==> src/rtl/cnu_min_sched_if.sv <==
// Control/strobe bundle between the decoder FSM, the row scheduler and the CNU datapath.
interface cnu_min_sched_if #(
    parameter int unsigned ROW_W  = 4,
    parameter int unsigned ITER_W = 5
);
    logic              start;
    logic [ITER_W-1:0] iters;
    logic              hold;
    logic              abort;
    logic              busy;
    logic              done;
    logic              rd_en;
    logic [ROW_W-1:0]  rd_addr;
    logic              cmp_en;
    logic              res_valid;
    logic [ROW_W-1:0]  res_row;
    logic [ITER_W-1:0] res_iter;

    // Decoder-side view: launches runs and consumes strobes/tags
    modport master (
        output start, iters, hold, abort,
        input  busy, done, rd_en, rd_addr, cmp_en, res_valid, res_row, res_iter
    );

    // Scheduler-side view
    modport slave (
        input  start, iters, hold, abort,
        output busy, done, rd_en, rd_addr, cmp_en, res_valid, res_row, res_iter
    );
endinterface

==> src/rtl/cnu_min_sched.sv <==
// Check-node min-finder row scheduler: issues one message-RAM row read per cycle,
// strobes the finder when the row data lands and tags each result with row/pass.
module cnu_min_sched #(
    parameter int unsigned ROWS   = 12,
    parameter int unsigned ROW_W  = 4,
    parameter int unsigned ITER_W = 5,
    parameter int unsigned RD_LAT = 1
) (
    input  logic           clk,
    input  logic           rst,
    cnu_min_sched_if.slave bus
);
    // Stage 0 is the issue register (rd_en), stage RD_LAT feeds cmp_en,
    // stage RD_LAT+1 lines up with the finder's output register.
    localparam int unsigned       DEPTH    = RD_LAT + 2;
    localparam logic [ROW_W-1:0]  ROW_LAST = ROW_W'(ROWS - 1);

    typedef enum logic [1:0] {
        S_IDLE  = 2'd0,
        S_RUN   = 2'd1,
        S_DRAIN = 2'd2,
        S_DONE  = 2'd3
    } state_t;

    state_t            state;
    logic [ROW_W-1:0]  row;
    logic [ITER_W-1:0] iter;
    logic [ITER_W-1:0] iter_last;
    logic              busy_q;
    logic              done_q;

    logic [DEPTH-1:0]  pv;
    logic [ROW_W-1:0]  pr [DEPTH];
    logic [ITER_W-1:0] pi [DEPTH];

    logic issue_c;
    logic last_row_c;
    logic final_c;
    logic empty_c;

    // Issue decision and drain-complete detection
    always_comb begin
        issue_c    = (state == S_RUN) && !bus.hold;
        last_row_c = (row == ROW_LAST);
        final_c    = issue_c && last_row_c && (iter == iter_last);
        // Result stage is excluded: it empties on the same edge DONE is entered
        empty_c    = ~|pv[RD_LAT:0];
    end

    // Sequencer FSM, row/pass counters and tag pipeline
    always_ff @(posedge clk or posedge rst) begin
        if (rst) begin
            state     <= S_IDLE;
            row       <= '0;
            iter      <= '0;
            iter_last <= '0;
            busy_q    <= 1'b0;
            done_q    <= 1'b0;
            pv        <= '0;
            for (int unsigned k = 0; k < DEPTH; k++) begin
                pr[k] <= '0;
                pi[k] <= '0;
            end
        end else begin
            done_q <= 1'b0;

            // Tags advance every cycle, hold only stops new entries
            for (int unsigned k = 1; k < DEPTH; k++) begin
                pv[k] <= pv[k-1];
                pr[k] <= pr[k-1];
                pi[k] <= pi[k-1];
            end
            pv[0] <= issue_c;
            if (issue_c) begin
                pr[0] <= row;
                pi[0] <= iter;
            end

            if (bus.abort) begin
                state  <= S_IDLE;
                busy_q <= 1'b0;
                pv     <= '0;
            end else begin
                case (state)
                    S_IDLE: begin
                        if (bus.start) begin
                            state     <= S_RUN;
                            busy_q    <= 1'b1;
                            row       <= '0;
                            iter      <= '0;
                            // A request for zero passes runs a single pass
                            iter_last <= (bus.iters == '0) ? '0 : bus.iters - ITER_W'(1);
                        end
                    end
                    S_RUN: begin
                        if (issue_c) begin
                            if (final_c) begin
                                state <= S_DRAIN;
                            end
                            if (last_row_c) begin
                                row  <= '0;
                                iter <= iter + ITER_W'(1);
                            end else begin
                                row <= row + ROW_W'(1);
                            end
                        end
                    end
                    S_DRAIN: begin
                        if (empty_c) begin
                            state  <= S_DONE;
                            busy_q <= 1'b0;
                            done_q <= 1'b1;
                        end
                    end
                    S_DONE: begin
                        state <= S_IDLE;
                    end
                    default: begin
                        state <= S_IDLE;
                    end
                endcase
            end
        end
    end

    // All outputs come straight from registers
    assign bus.busy      = busy_q;
    assign bus.done      = done_q;
    assign bus.rd_en     = pv[0];
    assign bus.rd_addr   = pr[0];
    assign bus.cmp_en    = pv[RD_LAT];
    assign bus.res_valid = pv[RD_LAT+1];
    assign bus.res_row   = pr[RD_LAT+1];
    assign bus.res_iter  = pi[RD_LAT+1];
endmodule

==> src/flat_wrapper.sv <==
// flat-port wrapper written by rule: the top's interface ports become plain ports
module cnu_min_sched_flat 
#(
    parameter int unsigned ROWS   = 12,
    parameter int unsigned ROW_W  = 4,
    parameter int unsigned ITER_W = 5,
    parameter int unsigned RD_LAT = 1
)
  (clk, rst, bus_start, bus_iters, bus_hold, bus_abort, bus_busy, bus_done, bus_rd_en, bus_rd_addr, bus_cmp_en, bus_res_valid, bus_res_row, bus_res_iter);
  cnu_min_sched_if #(.ROW_W(ROW_W), .ITER_W(ITER_W)) bus_i ();
  input  logic clk;
  input  logic rst;
  input wire logic [$bits(bus_i.start)-1:0] bus_start;
  input wire logic [$bits(bus_i.iters)-1:0] bus_iters;
  input wire logic [$bits(bus_i.hold)-1:0] bus_hold;
  input wire logic [$bits(bus_i.abort)-1:0] bus_abort;
  output wire logic [$bits(bus_i.busy)-1:0] bus_busy;
  output wire logic [$bits(bus_i.done)-1:0] bus_done;
  output wire logic [$bits(bus_i.rd_en)-1:0] bus_rd_en;
  output wire logic [$bits(bus_i.rd_addr)-1:0] bus_rd_addr;
  output wire logic [$bits(bus_i.cmp_en)-1:0] bus_cmp_en;
  output wire logic [$bits(bus_i.res_valid)-1:0] bus_res_valid;
  output wire logic [$bits(bus_i.res_row)-1:0] bus_res_row;
  output wire logic [$bits(bus_i.res_iter)-1:0] bus_res_iter;
  assign bus_i.start = bus_start;
  assign bus_i.iters = bus_iters;
  assign bus_i.hold = bus_hold;
  assign bus_i.abort = bus_abort;
  assign bus_busy = bus_i.busy;
  assign bus_done = bus_i.done;
  assign bus_rd_en = bus_i.rd_en;
  assign bus_rd_addr = bus_i.rd_addr;
  assign bus_cmp_en = bus_i.cmp_en;
  assign bus_res_valid = bus_i.res_valid;
  assign bus_res_row = bus_i.res_row;
  assign bus_res_iter = bus_i.res_iter;
  cnu_min_sched #(.ROWS(ROWS), .ROW_W(ROW_W), .ITER_W(ITER_W), .RD_LAT(RD_LAT)) u_core (.clk(clk), .rst(rst), .bus(bus_i));
endmodule
==> config.mk <==
export PLATFORM = sky130hd
export DESIGN_NAME = cnu_min_sched_flat
export DESIGN_NICKNAME = d
export VERILOG_FILES = /design/src/rtl/cnu_min_sched_if.sv /design/src/rtl/cnu_min_sched.sv /design/src/flat_wrapper.sv
export SDC_FILE = /design/constraint.sdc
export NUM_CORES = 1
export LEC_CHECK = 0
export CAP_MARGIN = 25
export CORE_MARGIN = 2
export CORE_UTILIZATION = 56
export DETAILED_ROUTE_END_ITERATION = 12
export GPL_ROUTABILITY_DRIVEN = 0
export GPL_TIMING_DRIVEN = 0
export PLACE_DENSITY = 0.8
export SETUP_SLACK_MARGIN = 0.4
export SLEW_MARGIN = 30
export SYNTH_ARGS = -nofsm -noshare
export SYNTH_HDL_FRONTEND = slang
export SYNTH_SLANG_ARGS = --single-unit
==> constraint.sdc <==
create_clock -name clk -period 3 [get_ports clk]
set_input_delay 0.9 -clock clk [delete_from_list [all_inputs] [get_ports clk]]
set_output_delay 0.9 -clock clk [all_outputs]
set_load 0.01 [all_outputs]
Word-level counts from Yosys, hierarchy flattened
Cells that the tools add are included.
W data, S select, Z words.
- bits in registers: 48
- bits in latches: 0
- memory bits (writable): 0
- bits in read-only memories: 0
- bits of input ports: 10
- output and inout port bits: 18
- logic and storage cells: 66
- memories: 0
- $add $sub $neg: 3
- multiply operators: 0
- div/mod/pow operators: 0
- $lt $le $gt $ge: 0
- eq/ne operators: 12
- shift operators: 0
- muxes and demuxes: 23
- bitwise operators: 1
- reduce and logical (&&, ||, !) cells: 14
- operators with widths (cell ; number):
    $mux W5 ; 4
    $mux W4 ; 3
    $mux W2 ; 5
    $pmux W5 S2 ; 1
    $pmux W2 S4 ; 1
    $pmux W4 S2 ; 1
    $reduce_and A4 Y1 ; 2
    $mux W1 ; 6
    $ne A3 B2 Y1 const B ; 2
    $ne A3 B3 Y1 const B ; 2
    $reduce_and A3 Y1 ; 2
    $add A5 B1 Y5 const B ; 1
    $eq A5 B5 Y1 ; 1
    $logic_not A5 Y1 ; 1
    $reduce_and A5 Y1 ; 1
    $sub A5 B1 Y5 const B ; 1
    $add A4 B1 Y4 const B ; 1
    $eq A2 B2 Y1 const B ; 2
    $eq A4 B4 Y1 const B ; 1
    $ne A2 B1 Y1 const B ; 2
    $logic_and A1 B1 Y1 ; 3
    $mux W3 ; 1
    $reduce_bool A3 Y1 ; 1
    $eq A2 B1 Y1 const B ; 1
    7 further kinds ; 7

Logic depth before layout (Yosys ltp)
Gate-level depths: netlist of the first run.
- depth in word-level cells: 8
- depth in mapped cells: 8
- depth with buffers taken out: 7

Worst setup path before layout of the first run
Ideal clock, no wire load.
- kind: input -> register
- start: input port bus_start
- end: register u_core.iter[0]
- setup time: 74 ps
- data arrival time: 1968 ps
- required time: 2926 ps
- setup slack: 958 ps
- cell stages on the path: 5
- path buffers: 0
- cell sequence: and2b_4 a2111oi_4 and2_2 nand2_1 o21ai_2
- word-level cells in the longest chain between the ends: 2
- ends and longest elaborated chain (what ; RTL line ; source):
    start: declaration ; flat_wrapper.sv:13 ; input wire logic [$bits(bus_i.start)-1:0] bus_start;
    $ne A2 B2 Y1 (no line) ; n/a ;
    $reduce_and A5 Y1 (no line) ; n/a ;
    end signal: assignment ; cnu_min_sched.sv:102 ; iter <= iter + ITER_W'(1);
    end: declaration ; cnu_min_sched.sv:27 ; logic [ITER_W-1:0] iter;
Every way passes these cells.
A chain may end at the register's enable or synchronous reset.

Final worst setup path of the first run
Ends and elaborated chain as after synthesis.

==> results of run 1 <==
## area by class of cell
| class | instances | share of cell area |
|---|---|---|
| timing repair buffer | 27 | 0.1176 |
| clock buffer | 6 | 0.01732 |
| tap | 46 | 0.02415 |
| inverter | 7 | 0.01102 |
| sequential | 48 | 0.5039 |
| buffer | 16 | 0.04882 |
| multi-input combinational | 95 | 0.2751 |
| clock inverter | 1 | 0.002100 |
## state kept, by name (all words and copies together), names as in the netlist
register,flops
u_core.bus.busy,1
u_core.pr,4
u_core.bus.rd_addr,4
u_core.iter_last,5
u_core.pv,3
u_core.bus.done,1
u_core.bus.res_row,4
u_core.bus.res_iter,5
u_core.iter,5
u_core.row,4
u_core.state,2
u_core.pi,10
## where the power goes
group,switching [mW],internal [mW],leakage [nW],total (mW)
Sequential,0.113,0.814,0.649,0.927
Clock,0.180,0.0867,0.0281,0.267
Combinational,0.307,0.355,0.510,0.662
Total,0.601,1.26,1.19,1.86
## final timing paths
path	to	slack, ns	cells after the start
max reg2reg	u_core.iter[0]	0.91	7
min	u_core.bus.res_iter[4]	0.36	0
min reg2reg	u_core.bus.res_iter[4]	0.36	0
min in group asynchronous	u_core.pi[7]	0.85	2
max in group asynchronous	u_core.iter_last[3]	1.66	3
max	u_core.iter[0]	0.59	6
## per-stage QoR
stage | setup WS [ns] | instance area, um^2 | std cells | total power [mW] | util
5_1_grt | 0.5004 | 2384 | 246 | 1.989 | 0.7032
2_1_floorplan | 0.9555 | 1999 | 166 | 1.381 | -
4_1_cts | 0.6269 | 2384 | 246 | 1.882 | 0.7032
6_report | 0.5899 | 2384 | 246 | 1.856 | 0.7032
3_5_place_dp | 0.2512 | 2337 | 239 | 1.616 | 0.6896
3_3_place_gp | 0.1582 | 2317 | 238 | 1.566 | 0.6836
## worst max-delay path, cell delays in order
cell             delay [ns]
clkdlybuf4s50_1        0.50
and2b_4                0.21
a2111oi_4              0.57
and2_2                 0.32
nand2_1                0.08
o21ai_2                0.10
## layout by cell type, fill, tap and decap left out, types with 3 or more instances in the layout
cell	Yosys	final
buf_4	13	13
clkbuf_1	2	3
clkbuf_4	0	5
clkdlybuf4s50_1	0	26
dfrtp_1	48	48
ha_1	6	6
inv_1	7	6
mux2_2	8	8
nand2_1	15	15
nand3_1	5	5
nor2_1	13	13
nor3_1	3	3
o21ai_0	7	7
xnor2_1	3	3
xor2_1	10	10
## cells by family after synthesis
group / after synthesis / share of synthesized area
compound gates: 17 / 0.06446
mux: 8 / 0.04506
flops: 48 / 0.6007
simple gates: 51 / 0.1239
xor+xnor: 13 / 0.05695
fa+ha+maj: 6 / 0.03755
buf+inv: 23 / 0.07134
## synth_stat cells, types with 2 or more instances
cell type / number
nor2b_1: 2
inv_1: 7
xor2_1: 10
a22o_1: 2
nor3_1: 3
dfrtp_1: 48
nand4_1: 2
nand2_1: 15
mux2_2: 8
o21ai_0: 7
nand3_1: 5
a21oi_1: 2
nor2_1: 13
buf_4: 13
xnor2_1: 3
ha_1: 6
clkbuf_1: 2
## metal layers
| metal | GRT usage | wire length (um) | part of all wire |
|---|---|---|---|
| met5 | 0 | 0 | 0 |
| met4 | 0.08424 | 21 | 0.0068 |
| met3 | 0.04401 | 122 | 0.039 |
| met2 | 0.3066 | 1672 | 0.54 |
| met1 | 0.1961 | 1291 | 0.42 |
==> results.py, run 1 <==
metrics = {
    "clock_network": {
        "cts_hold_buf": 0,
        "clock_latency_ns": 0.35,
        "cts_tree": "yes",
        "path_clk_slew_ns": 0.12,
        "ctsResizeCount": 0,
        "cts.path.max_buffers": 2,
        "cts_setup_buffers": 0,
        "root_buffer": "clkbuf_4",
        "htree_levels": 2,
        "numCtsBuffers": 5,
        "cts_sinks": 48,
    },
    "final_layout": {
        "drive_above_1_share": 0.1800,
        "synthToLayoutAreaGrowth_pct": 19.21,
        "num_antenna_cells": 0,
        "seqCellArea_um2": 1201,
        "layout.nets": 216,
        "multiInputGateArea_um2": 655.6,
        "fillers": 240,
    },
    "setup_path": {
        "path_max_fanout": 10,
        "r2r-start": "u_core.state[0]",
        "worstSetupEndpointType": "register",
        "crit_required_ns": 3.28,
        "cp.arrival_ns": 2.69,
        "criticalPathCategory": "input port to register",
        "cp-start-kind": "input port",
        "startpoint": "bus_start",
    },
    "synthesis": {
        "yosysTopAreaCell": "dfrtp_1",
        "synth_top_area_frac": 0.6008,
        "synth-main-ff-cell": "dfrtp_1",
        "synthDistinctLibCells": 35,
        "ys_warn_count": 0,
        "syn-num-nets": 182,
        "synthArstFlopShare": 1.000,
        "yosys_register_bits": 48,
        "yosysSeqAreaShare": 0.6008,
        "synthesis.area_um2": 1999,
        "syn_inst": 166,
        "synth_edf_count": 0,
        "syn_avg_cell_area_um2": 12.04,
        "synthTopCellsByArea": "dfrtp_1 (60%), buf_4 (4.9%), mux2_2 (4.5%), xor2_1 (4.4%), ha_1 (3.8%)",
    },
    "detailed_routing": {
        "drc_errors": 0,
        "dr.pass1.iters": 4,
        "vias": 1236,
        "wl_um": 3107,
        "ant_nets": 0,
        "initialDrtViolationCount": 30,
        "via_per_inst": 5.024,
        "wl_per_cell_um": 12.63,
    },
    "timing": {
        "hold_violations": 0,
        "fin_skew_ns": 0.01383,
        "grt_setup_unrepaired": "no",
        "tightest_slew_ns": 0.6201,
        "max_freq_ghz": 0.4149,
        "period_minus_slack_ns": 2.410,
        "finalSetupViolCount": 0,
        "whs_ns": 0.3614,
        "drv_slew": 0,
        "setup_tns_ns": 0,
        "slew_headroom": 0.5866,
        "period_share": 0.8034,
    },
    "die": {
        "core-area_um2": 3390,
        "die_w_um": 63.75,
        "num_rows": 21,
        "fp.dieH_um": 63.75,
        "dieArea_um2": 4064,
        "initial_core_util": 0.5899,
        "io_pins": 28,
    },
    "grt": {
        "grt-ovfl-total": 0,
        "grt_pass1_vias": 1243,
        "antenna_found_initial": 0,
        "grt_pass1_wl_um": 5368,
        "grt_max_degree": 30,
        "grt_usage": 0.1739,
    },
    "placement": {
        "dp_hpwl_um": 2327,
        "portBuffers": 26,
    },
    "run": {
        "maxCapViolations": 0,
    },
    "outcome": {
        "status": "finished, final reports clean",
    },
    "power_and_ir_drop": {
        "cellLeakagePower_nw": 1.186,
        "vdd.ir_drop.worst_v": 0.0003983,
        "powerDensity_nw_per_um2": 778.8,
    },
    "min_path": {
        "hp-start": "u_core.pi[9]",
        "hold_class": "register to register",
    },
}
Power figures use the tool's default switching activity.
==> run 2, diff against run 1 <==
CORE_UTILIZATION = 48   (was 56)
PLACE_DENSITY = 0.73   (was 0.8)
clock period = 2.1 ns   (was 3 ns; I/O delays follow)
==> results.py, run 2 (synthesized netlist as in run 1, its figures left out) <==
metrics = {
    "outcome": {
        "status": "finished, final reports clean",
    },
    "timing": {
        "setup_slack_ns": 0.3109,
        "max_freq_ghz": 0.5589,
        "slew_headroom": 0.7117,
        "whs_ns": 0.3514,
        "finalSetupViolCount": 0,
        "drv_slew": 0,
        "tightest_slew_ns": 0.4316,
        "period_share": 0.8520,
        "setup_tns_ns": 0,
        "fin_skew_ns": 0.004560,
        "period_minus_slack_ns": 1.789,
        "grt_setup_unrepaired": "yes",
        "hold_violations": 0,
    },
    "setup_path": {
        "worstSetupEndpointType": "register",
        "cp_top_family": "buffers and inverters",
        "cp.arrival_ns": 1.98,
        "worstPathCellList": "inv_2 -> ha_4 -> and2b_4 -> a2111oi_4 -> buf_2 -> buf_6 -> nand2_2 -> nand2_1 -> o21ai_2",
        "slowest_delay_ns": 0.41,
        "r2r-start": "u_core.state[0]",
        "path_buf_inv": 3,
        "slowest_stage": "dfrtp_1",
        "r2r_cells": 9,
        "cp-start-kind": "register",
        "r2r-end": "u_core.iter[0]",
        "crit_required_ns": 2.29,
        "path_max_fanout": 4,
        "criticalPathCategory": "register to register",
        "r2r_slack_ns": 0.31,
    },
    "clock_network": {
        "clock_latency_ns": 0.30,
        "root_buffer": "clkbuf_8",
        "htree_levels": 2,
        "cts_hold_buf": 0,
        "cts.path.max_buffers": 2,
        "path_clk_slew_ns": 0.08,
        "cts_tree": "yes",
        "numCtsBuffers": 5,
        "cts_sinks": 48,
    },
    "final_layout": {
        "postLayoutCoreUtil": 0.6637,
        "layout.nets": 235,
        "drive_above_1_share": 0.3364,
        "top_register": "u_core.pi",
        "final_area_um2": 2655,
        "synthToLayoutAreaGrowth_pct": 32.79,
        "layout_common_cells": "dfrtp_1 (48), buf_4 (27), nand2_1 (14), nor2_1 (13), xor2_1 (10)",
        "layout_commonest_cell": "dfrtp_1",
        "largest_reg_flops": 10,
        "num_antenna_cells": 0,
    },
    "die": {
        "io_pins": 28,
        "initial_core_util": 0.4998,
        "dieArea_um2": 4698,
        "fp.dieH_um": 68.54,
        "num_rows": 23,
        "die_w_um": 68.54,
        "core-area_um2": 4000,
    },
    "grt": {
        "grt_pass1_vias": 1280,
        "grt_max_degree": 49,
        "grt_usage": 0.1621,
        "antenna_found_initial": 0,
        "use_met3": 0.05519,
        "grt-ovfl-total": 0,
        "gr-usage-met1": 0.1819,
        "use_met2": 0.2740,
        "grt_pass1_wl_um": 5506,
        "top_usage_layer": "met2",
    },
    "placement": {
        "dp_worst_setup_slack_ns": -0.3670,
        "place_area_um2": 2330,
        "portBuffers": 26,
        "dp_hpwl_um": 2251,
    },
    "power_and_ir_drop": {
        "switching_share": 0.3082,
        "p_int_mw": 2.281,
        "power_frac_comb": 0.386,
        "seqPwrFrac": 0.400,
        "vdd.ir_drop.worst_v": 0.0008780,
        "switchingPower_mw": 1.016,
        "clkPwrFrac": 0.215,
        "powerDensity_nw_per_um2": 1242,
        "cellLeakagePower_nw": 1.373,
    },
    "detailed_routing": {
        "via_per_inst": 4.852,
        "wl_per_cell_um": 12.63,
        "ant_nets": 0,
        "vias": 1310,
        "wl_um": 3411,
        "dr.pass1.iters": 4,
        "initialDrtViolationCount": 41,
        "drc_errors": 0,
    },
    "min_path": {
        "hold_class": "register to register",
        "holdPathEnd": "u_core.bus.res_row[3]",
        "hp-start": "u_core.pr[7]",
        "hold_path_depth": 0,
    },
    "run": {
        "maxCapViolations": 0,
    },
}
==> run 2: worst max-delay path by stage <==
stage               startpoint        endpoint  slack [ns]  depth (start not counted)
2_1_floorplan  u_core.state[1]  u_core.iter[4]        0.33                          8
3_3_place_gp         bus_start  u_core.iter[4]       -0.35                          6
3_5_place_dp         bus_start  u_core.iter[3]       -0.37                          6
4_1_cts        u_core.state[0]  u_core.iter[4]        0.33                          8
5_1_grt        u_core.state[0]  u_core.iter[4]        0.23                          8
6_report       u_core.state[0]  u_core.iter[0]        0.31                          9
==> run 2: worst reg2reg max path: stages (launching register included) <==
cell       delay, ns
dfrtp_1         0.41
inv_2           0.07
ha_4            0.17
and2b_4         0.18
a2111oi_4       0.35
buf_2           0.23
buf_6           0.11
nand2_2         0.04
nand2_1         0.08
o21ai_2         0.05
==> run 2: layer usage <==
layer | up-vias | wire length (um) | share of wire
li1 | 641 | - | -
met3 | 5 | 133 | 0.039
met5 | - | 0 | 0
met2 | 27 | 1840 | 0.54
met1 | 637 | 1381 | 0.40
met4 | 0 | 55 | 0.016
==> run 2: cell type report <==
class | count | area (um^2)
plain buffers | 16 | 120.1
clock buffers | 7 | 96.34
clock inverters | 1 | 30.03
fillers | 301 | 1345
inverters | 7 | 30.03
multi-input cells | 95 | 718.2
flip-flops and latches | 48 | 1201
well taps | 50 | 62.56
repair buffers | 46 | 396.6
==> run 2: timing repair <==
action,in CTS,in global routing
pin swaps,3,4
setup buffers,18,0
resized for setup,42,18
gates cloned,1,0
setup endpoints to repair,39,30
==> run 2: power groups by stage <==
stage / Combinational [mW] / Clock (mW) / Sequential (mW)
after CTS: 1.24 / 0.726 / 1.32
after floorplan: 0.677 / 0 / 1.31
final: 1.27 / 0.708 / 1.32
after detailed placement: 0.966 / 0 / 1.35
after global routing: 1.40 / 0.764 / 1.35
after global placement: 0.924 / 0 / 1.33
==> run 2: through the flow <==
step           power [mW]  cells
2_1_floorplan       1.984    166
3_3_place_gp        2.253    242
6_report            3.298    270
4_1_cts             3.288    269
5_1_grt             3.519    270
3_5_place_dp        2.315    242
